--- src/rtl/gb_reg_bank.sv ---
// Byte register bank with pair access, pair stepping, shadow context swap and masked flag register.
// Optional feature: define REG_BANK_BYPASS_EN to forward the resolved next-state value to the read ports.
module gb_reg_bank #(
    parameter int DATA_W = 8,
    parameter int NUM_REGS = 8,
    parameter int NUM_RD = 3,
    parameter int FLAG_IDX = 7,
    parameter logic [DATA_W-1:0] FLAG_MASK = 8'hF0,
    localparam int SEL_W = $clog2(NUM_REGS),
    localparam int PR_W = (NUM_REGS > 2) ? $clog2(NUM_REGS / 2) : 1
) (
    input  logic                       i_clk,
    input  logic                       i_rst_n,
    input  logic [NUM_RD*SEL_W-1:0]    i_rd_sel,
    output logic [NUM_RD*DATA_W-1:0]   o_rd_data,
    input  logic [PR_W-1:0]            i_pr_sel,
    output logic [2*DATA_W-1:0]        o_pr_data,
    input  logic                       i_wr_en,
    input  logic [SEL_W-1:0]           i_wr_sel,
    input  logic [DATA_W-1:0]          i_wr_data,
    input  logic                       i_pw_en,
    input  logic [PR_W-1:0]            i_pw_sel,
    input  logic [2*DATA_W-1:0]        i_pw_data,
    input  logic                       i_id_en,
    input  logic [PR_W-1:0]            i_id_sel,
    input  logic                       i_id_dec,
    input  logic                       i_save,
    input  logic                       i_restore,
    output logic                       o_shadow_valid,
    output logic                       o_wr_conflict
);

    localparam int NUM_PAIRS = NUM_REGS / 2;
    localparam logic [2*DATA_W-1:0] PAIR_ONE = {{(2*DATA_W-1){1'b0}}, 1'b1};

    logic [DATA_W-1:0]   regs_s     [NUM_REGS];
    logic [DATA_W-1:0]   next_s     [NUM_REGS];
    logic [DATA_W-1:0]   rd_src_s   [NUM_REGS];
    logic [2*DATA_W-1:0] pair_s     [NUM_PAIRS];
    logic [2*DATA_W-1:0] pair_src_s [NUM_PAIRS];
    logic [2*DATA_W-1:0] id_pair_s;
    logic [2*DATA_W-1:0] id_step_s;
    logic [NUM_REGS-1:0] hi_win_s;
    logic                restore_act_s;
    logic                conflict_s;
    logic                shadow_valid_r;
    logic                wr_conflict_r;

    // Unwritable flag bits are forced to zero on every write path.
    function automatic logic [DATA_W-1:0] flag_filter(input int idx, input logic [DATA_W-1:0] val);
        if (idx == FLAG_IDX) begin
            return val & FLAG_MASK;
        end else begin
            return val;
        end
    endfunction

    assign restore_act_s = i_restore & shadow_valid_r;
    assign id_pair_s     = pair_s[i_id_sel];
    assign id_step_s     = i_id_dec ? (id_pair_s - PAIR_ONE) : (id_pair_s + PAIR_ONE);
    assign conflict_s    = i_wr_en & hi_win_s[i_wr_sel];

    for (genvar i = 0; i < NUM_REGS; i++) begin : g_reg
        localparam int  P  = i / 2;
        localparam bit  HI = ((i % 2) == 0);

        logic [DATA_W-1:0] data_r;
        logic [DATA_W-1:0] shadow_byte_r;
        logic [DATA_W-1:0] raw_s;
        logic [DATA_W-1:0] pw_byte_s;
        logic [DATA_W-1:0] id_byte_s;
        logic              pw_hit_s;
        logic              id_hit_s;
        logic              wr_hit_s;

        assign pw_hit_s  = i_pw_en & (i_pw_sel == PR_W'(P));
        assign id_hit_s  = i_id_en & (i_id_sel == PR_W'(P));
        assign wr_hit_s  = i_wr_en & (i_wr_sel == SEL_W'(i));
        assign pw_byte_s = HI ? i_pw_data[DATA_W +: DATA_W] : i_pw_data[0 +: DATA_W];
        assign id_byte_s = HI ? id_step_s[DATA_W +: DATA_W] : id_step_s[0 +: DATA_W];

        // Fixed-priority next-state resolution for this byte.
        always_comb begin
            if (restore_act_s) begin
                raw_s = shadow_byte_r;
            end else if (pw_hit_s) begin
                raw_s = pw_byte_s;
            end else if (id_hit_s) begin
                raw_s = id_byte_s;
            end else if (wr_hit_s) begin
                raw_s = i_wr_data;
            end else begin
                raw_s = data_r;
            end
        end

        assign next_s[i]   = flag_filter(i, raw_s);
        assign hi_win_s[i] = restore_act_s | pw_hit_s | id_hit_s;
        assign regs_s[i]   = data_r;

`ifdef REG_BANK_BYPASS_EN
        // Forwarding path is gated so reset still reads back zero with requests pending.
        assign rd_src_s[i] = i_rst_n ? next_s[i] : {DATA_W{1'b0}};
`else
        assign rd_src_s[i] = data_r;
`endif

        // Register byte and its shadow; the shadow captures the pre-edge value, giving an atomic swap.
        always_ff @(posedge i_clk or negedge i_rst_n) begin
            if (!i_rst_n) begin
                data_r        <= {DATA_W{1'b0}};
                shadow_byte_r <= {DATA_W{1'b0}};
            end else begin
                data_r <= next_s[i];
                if (i_save) begin
                    shadow_byte_r <= data_r;
                end
            end
        end
    end

    for (genvar p = 0; p < NUM_PAIRS; p++) begin : g_pair
        assign pair_s[p]     = {regs_s[2*p], regs_s[2*p+1]};
        assign pair_src_s[p] = {rd_src_s[2*p], rd_src_s[2*p+1]};
    end

    for (genvar k = 0; k < NUM_RD; k++) begin : g_rd
        assign o_rd_data[k*DATA_W +: DATA_W] = rd_src_s[i_rd_sel[k*SEL_W +: SEL_W]];
    end

    assign o_pr_data = pair_src_s[i_pr_sel];

    // Shadow-valid flag and the one-cycle lost-byte-write pulse.
    always_ff @(posedge i_clk or negedge i_rst_n) begin
        if (!i_rst_n) begin
            shadow_valid_r <= 1'b0;
            wr_conflict_r  <= 1'b0;
        end else begin
            if (i_save) begin
                shadow_valid_r <= 1'b1;
            end
            wr_conflict_r <= conflict_s;
        end
    end

    assign o_shadow_valid = shadow_valid_r;
    assign o_wr_conflict  = wr_conflict_r;

endmodule

--- config.mk ---
export PLATFORM = sky130hd
export DESIGN_NAME = gb_reg_bank
export DESIGN_NICKNAME = d
export VERILOG_FILES = /design/src/rtl/gb_reg_bank.sv
export SDC_FILE = /design/constraint.sdc
export NUM_CORES = 1
export LEC_CHECK = 0
export ABC_AREA = 1
export CAP_MARGIN = 10
export CORE_MARGIN = 4
export CORE_UTILIZATION = 59
export DETAILED_ROUTE_END_ITERATION = 10
export PLACE_DENSITY = 0.9
export SYNTH_ARGS = -nofsm -noshare
export SYNTH_HDL_FRONTEND = slang
export SYNTH_SLANG_ARGS = --single-unit
--- constraint.sdc ---
create_clock -name i_clk -period 2.8 [get_ports i_clk]
set_input_delay 0.42 -clock i_clk [delete_from_list [all_inputs] [get_ports i_clk]]
set_output_delay 0.42 -clock i_clk [all_outputs]
set_load 0.005 [all_outputs]
# --- Word level (Yosys, flattened, before mapping) ---
# Index checks and enable logic that the tools add are counted.
op_classes:
  div: 0
  order_cmp: 6
  n_reduce_logical: 11
  n_bitwise: 31
  mux: 50
  n_eq_ne: 13
  n_mul: 0
  shifts: 0
  addsub: 2
ops:
  columns: ["op", "n"]
  rows:
  - ["8-bit two-way mux", 38]
  - ["16-bit two-way mux", 5]
  - ["8-bit binary-select mux with 3-bit select", 3]
  - ["16-bit binary-select mux with 2-bit select", 2]
  - ["4-bit nonzero test", 8]
  - ["1-bit AND", 18]
  - ["16-bit by 1-bit adder with 16-bit output (second input constant)", 1]
  - ["16-bit by 1-bit subtractor with 16-bit output (second input constant)", 1]
  - ["3-bit equality test (second input constant)", 4]
  - ["4-bit >= comparator (second input constant)", 3]
  - ["3-bit NOT with 4-bit output", 3]
  - ["2-bit equality test (second input constant)", 4]
  - ["1-bit bitwise OR", 8]
  - ["3-bit by 2-bit equality test with 1-bit output (second input constant)", 2]
  - ["3-bit >= comparator (second input constant)", 2]
  - ["2-bit NOT with 3-bit output", 2]
  - ["2-bit by 1-bit equality test with 1-bit output (second input constant)", 2]
  - ["2-bit logical NOT", 2]
  - ["3-bit by 4-bit less-than comparator with 1-bit output (second input constant)", 1]
  - ["1-bit binary-select mux with 3-bit select", 1]
  - ["3-bit by 1-bit equality test with 1-bit output (second input constant)", 1]
  - ["3-bit logical NOT", 1]
  - ["1-bit two-way mux", 1]
totals:
  ff_bits: 122
  out_inout_bits: 42
  ram_bits: 0
  romBits: 0
  n_memories: 0
  in_bits: 50
  latchBits: 0
  elab_cells: 131

# --- Logic depth before layout (Yosys ltp) ---
depth:
  word_depth: 9
  mapped_depth: 21
  depth_no_buf: 21

# --- Least setup slack after synthesis ---
# OpenSTA, ideal clock, no wires.
synth_path:
  kind: "input -> register"
  start: "input port i_id_sel[0]"
  end: "register g_reg[2].data_r[7]"
  stages: 17
  setup_ns: 0.117
  arrival_time_ns: 2.374
  required_ns: 2.683
  path_buffers: 1
  path_slack_ns: 0.309
  path_cell_list: "nor2_2 -> clkbuf_1 -> a22oi_1 -> o211ai_1 -> ha_1 -> nand2_1 -> inv_1 -> a21oi_1 -> nor2_1 -> nor2_1 -> nand3_1 -> nand3_1 -> nand2_1 -> nand2_1 -> nand2_1 -> nand2_1 -> nand2_1"
synth_via:
  elab_chain_len: 9
  word_cells_on_any_way: 13
  cone_classes: "2 x add/sub; 1 x eq/ne; 7 x mux; 2 x bitwise; 1 x reduce/logical"
synth_lines:
  columns: ["item", "line_no", "rtl"]
  rows:
  - ["start, declared", "25", "input logic [PR_W-1:0] i_id_sel,"]
  - ["2-bit NOT with 3-bit output (implied by the code)", "59", "assign id_pair_s = pair_s[i_id_sel];"]
  - ["16-bit binary-select mux with 2-bit select", "59", null]
  - ["16-bit two-way mux (implied by the code) (2 in series)", "59", null]
  - ["16-bit by 1-bit adder with 16-bit output / 16-bit by 1-bit subtractor with 16-bit output (equally long branches)", "60", "assign id_step_s = i_id_dec ? (id_pair_s - PAIR_ONE) : (id_pair_s + PAIR_ONE);"]
  - ["16-bit two-way mux", "60", null]
  - ["8-bit two-way mux", "88", "end else if (id_hit_s) begin"]
  - ["8-bit two-way mux", "86", "end else if (pw_hit_s) begin"]
  - ["8-bit two-way mux", "84", "if (restore_act_s) begin"]
  - ["end signal, assigned", "111", "data_r <= {DATA_W{1'b0}};"]
  - ["end signal, assigned", "114", "data_r <= next_s[i];"]
  - ["end, declared", "67", "logic [DATA_W-1:0] data_r;"]
# Several ways; a longest one is shown, not always the timed one. The select of a mux whose other input is x is not followed.
# A chain may end at the register's enable or synchronous reset.

# --- Worst setup path in the final report ---
layout_path:
  start: "input port i_pr_sel[1]"
  end: "output port o_pr_data[9]"
layout_via:
  elab_chain_len: 4
layout_lines:
  columns: ["item", "line_no", "rtl"]
  rows:
  - ["start, declared", "16", "input logic [PR_W-1:0] i_pr_sel,"]
  - ["2-bit NOT with 3-bit output (implied by the code)", "131", "assign o_pr_data = pair_src_s[i_pr_sel];"]
  - ["16-bit binary-select mux with 2-bit select", "131", null]
  - ["16-bit two-way mux (implied by the code) (2 in series)", "131", null]
  - ["end, declared", "17", "output logic [2*DATA_W-1:0] o_pr_data,"]
# No other way between the ends. The select of a mux whose other input is x is not followed.

==> run summary <==
Kind of end point of the critical path: an output port. The floorplan step set the die width to 133.6 um. The sort of element at the start of the critical path is a primary input. The run gives 11350 as the number of global-route vias before repair. For this run, design rule violations remaining after detail routing come to 0.

In this run the worst hold path is classified as in2async. The number of enable flip-flop cells after synthesis works out to 0. Number of nets with antenna violations after detailed routing: 0. The maximum vdd drop came out at 0.0005249 V. The number of antenna violations at the first check in global routing was 0; the worst setup slack after layout was -0.08105 ns. The clock passes through at most 2 buffers. The run gives 0 as the count of endpoints failing hold in the final timing report. The critical path goes through clkdlybuf4s50_1 > inv_1 > o21ai_0 > o21ai_0 > clkdlybuf4s50_1. The aggregate routed wire length was 43.37 mm. The wire length of the first global-routing pass came out at 64.77 mm.

Leaving out fill and tap cells, the most frequent cell in the layout is sky130_fd_sc_hd__nand2_1. In the final layout, flip-flops and latches occupy 3053 sq um. Summing all multi-input logic gate instances after layout gives 5477 sq um. Total CTS buffers: 17. From synthesis to final layout, the design area changed by 32.08%.

The slowest stage of the critical path is the sky130_fd_sc_hd__clkdlybuf4s50_1 cell. Top cell family by delay on the critical path: buffers and inverters. In this run the clock root is driven by a sky130_fd_sc_hd__clkbuf_16. The sequential element share of the synthesized area is 32.81%, and the violation count after the first detailed-route iteration is 2344. The total count of max-transition violations in the final report is 0, and the layout cell share with drive strength beyond 1 is 16.04%. For this run, the top clock speed supported by timing is 347.1 MHz.

STA puts the critical path data required time at 2.38 ns. For the total of endpoints with negative setup slack in the final report, the log shows 2. For this run, the post-layout net count is 1698. The run gives 12330 as the total via count in the routed design. On the final layout, the worst clock skew is 0.01159 ns. For this design the ratio of total power to cell area is 638.6 nW/um^2. The setup path with the least slack is of type in2out.

The synthesized netlist occupies a cell area of 9305 sq um. The flow ran to the end, but the final reports show violations. The fraction of registers with async set or reset after synthesis is 100.0%. The clock-pin slew of the registers on the worst-case setup and hold paths was 0.06 ns.

For this configuration, the core starts out at a cell density of 60.76%. Number of buffers and inverters on the critical path: 3. Yosys mapped the design onto 44 distinct sky130hd cell types.

The tools report the count of inserted antenna diode cells as 0. The tools report the number of sinks on the clock net as 122. Dividing the detail-routed wire length by the instance count gives 23.36 um. Once layout is complete, the cells apart from fillers number 1857. The die footprint is 17850 sq um, and the estimated wirelength of the detail-placed design is 30.35 mm.

For this run, the detailed router's first-pass iteration total came to 9. The number of fill cells is 1094, and the number of placement rows is 45. Total power for the finished layout comes to 0.007849 W. For the worst-skew pair, the clock arrives at the later sink with an insertion delay of 0.44 ns. The transition at the pin with the smallest max-transition slack works out to 0.7782 ns. Of all nets on the critical path, the largest fanout is 17.

The clock tree synthesis step divided the H-tree into 4 levels. Synthesis produced 1436 cells. For this run, the slowest stage of the critical path takes 0.60 ns. Entering global routing, the biggest net connects 72 pins.

Across every metal layer, demand over resource in global routing totals 47.42%. The checks that failed: negative setup slack. Across the run, the number of max-cap violations was 0. Dividing the synthesized area by the synthesized cell count gives 6.480 sq um. Predominant post-synthesis flop cell: sky130_fd_sc_hd__dfrtp_1. The logs give 1822 for the number of placed instances with taps included and 1501 for the net count after synthesis. The region available for standard cell placement spans 15310 sq um.

The number of register bits inferred by synthesis came out at 122. The leakage power summed over all cells is 5.828 nW, and the post-route clock period utilization is 102.9%. The detailed-route vias per instance was 6.639; the relative slew slack was 48.12%. Summed over all layers, the global routing overflow is 0. In the layout the commonest cells are 387 x sky130_fd_sc_hd__nand2_1, 219 x sky130_fd_sc_hd__o21ai_0, 151 x sky130_fd_sc_hd__a21oi_1. The floorplan die height works out to 133.6 um.

The clock period minus worst slack came out at 2.881 ns. Setup repair after global routing could not meet its margin everywhere. In this run the count of I/O pins placed on the die edge is 92. TritonCTS built the clock tree. The weighted congestion at the end of routability-driven global placement is 1.077, and the arrival time at the worst endpoint is 2.46 ns.

Hold timing on the final database bottoms out at a slack of 0.03879 ns. For this run, the number of Yosys warnings is 0. The count of port buffers added during placement was 91.
[cell type report]
| cell class | count | area share [%] |
|---|---|---|
| tap | 211 | 2.148 |
| timing repair buffer | 255 | 18.85 |
| clock buffer | 17 | 3.461 |
| multi-input combinational | 1081 | 44.56 |
| clock inverter | 15 | 1.374 |
| inverter | 156 | 4.764 |
| sequential | 122 | 24.84 |
[final timing paths]
kind	from	endpoint	slack (ns)	cells after the start
worst min register to register	g_reg[4].data_r[1]$_DFFE_PN0P_	g_reg[4].shadow_byte_r[1]$_DFFE_PN0P_	0.47	2
worst max-delay path	i_pr_sel[1]	o_pr_data[9]	-0.08	5
max in group asynchronous	i_rst_n	g_reg[7].shadow_byte_r[4]$_DFFE_PN0P_	2.00	2
worst min-delay path	i_rst_n	g_reg[6].shadow_byte_r[3]$_DFFE_PN0P_	0.04	1
worst max register to register	g_reg[5].data_r[2]$_DFFE_PN0P_	g_reg[3].data_r[5]$_DFFE_PN0P_	0.11	13
min in group i_clk	g_reg[4].data_r[1]$_DFFE_PN0P_	g_reg[4].shadow_byte_r[1]$_DFFE_PN0P_	0.47	2
[power breakdown]
| group | switching, W | internal, W |
|---|---|---|
| Combinational | 0.00192 | 0.00127 |
| Sequential | 0.000314 | 0.00208 |
| Clock | 0.000991 | 0.00127 |
[routing by layer]
metal  vias up  track usage [%]  share of wire, %
li1       5265                -                 -
met1      5534            60.24                34
met2      1220            68.99                41
met3       309            17.07                16
met4         0            29.03               8.3
met5         -                0                 0
[state kept, by name, indices dropped and copies added (netlist names)]
signal           count
g.data_r            60
g.shadow_byte_r     60
o_shadow_valid       1
o_wr_conflict        1
[synth_stat cells (2+ instances only)]
cell / n / area share (%)
sky130_fd_sc_hd__nand2_1: 389 / 16
sky130_fd_sc_hd__o21ai_0: 226 / 12
sky130_fd_sc_hd__a21oi_1: 154 / 8.3
sky130_fd_sc_hd__inv_1: 134 / 5.4
sky130_fd_sc_hd__dfrtp_1: 122 / 33
sky130_fd_sc_hd__nor2_1: 70 / 2.8
sky130_fd_sc_hd__clkbuf_1: 57 / 2.3
sky130_fd_sc_hd__nand3_1: 48 / 2.6
sky130_fd_sc_hd__a22oi_1: 26 / 2.1
sky130_fd_sc_hd__a31oi_1: 26 / 1.7
sky130_fd_sc_hd__o22ai_1: 19 / 1.3
sky130_fd_sc_hd__o211ai_1: 18 / 1.5
sky130_fd_sc_hd__a221oi_1: 16 / 1.5
sky130_fd_sc_hd__buf_2: 15 / 0.81
sky130_fd_sc_hd__ha_1: 14 / 1.9
sky130_fd_sc_hd__inv_2: 14 / 0.56
sky130_fd_sc_hd__o21ai_1: 12 / 0.65
sky130_fd_sc_hd__clkinv_1: 8 / 0.32
sky130_fd_sc_hd__nor3_1: 7 / 0.38
sky130_fd_sc_hd__o221ai_1: 7 / 0.66
sky130_fd_sc_hd__nand2_2: 6 / 0.40
sky130_fd_sc_hd__buf_1: 4 / 0.16
sky130_fd_sc_hd__nand4_1: 4 / 0.27
sky130_fd_sc_hd__nor2_2: 4 / 0.27
sky130_fd_sc_hd__o21bai_1: 4 / 0.32
sky130_fd_sc_hd__xor2_1: 4 / 0.38
sky130_fd_sc_hd__a21oi_2: 3 / 0.28
sky130_fd_sc_hd__o21a_1: 3 / 0.24
sky130_fd_sc_hd__or2_2: 3 / 0.20
sky130_fd_sc_hd__a211oi_1: 2 / 0.16
sky130_fd_sc_hd__nor2_4: 2 / 0.24
sky130_fd_sc_hd__nor3_2: 2 / 0.22
sky130_fd_sc_hd__xnor2_1: 2 / 0.19
[repair_timing]
item                                    in CTS  in global routing
hold buffers                                 0                  0
endpoints found under the setup margin      43                 53
setup buffers                                1                  2
gates resized for setup                      7                 35
pin swaps                                    1                  7
[per-stage QoR]
stage | setup TNS, ns | utilization [%] | cell area, sq um | setup WS (ns)
after detailed placement | -26.29 | 75.45 | 11550 | -0.7190
after floorplan | 0 | - | 9305 | 0.3093
after global routing | -0.07006 | 80.25 | 12290 | -0.01852
final | -0.1615 | 80.25 | 12290 | -0.08105
after global placement | -22.85 | 75.45 | 11550 | -0.6888
after CTS | 0 | 79.45 | 12170 | 0.005002
[kinds of logic after synthesis]
family                   after synthesis  share of synthesized area [%]
XOR/XNOR                               7                         0.7396
AND/OR/NAND/NOR                      538                          23.38
adder cells (fa/ha/maj)               15                          2.098
AO/OA/AOI/OAI                        521                          31.33
flip-flops                           122                          32.81
buffers and inverters                233                          9.641
No activity file was read; power rests on OpenSTA's default activity.
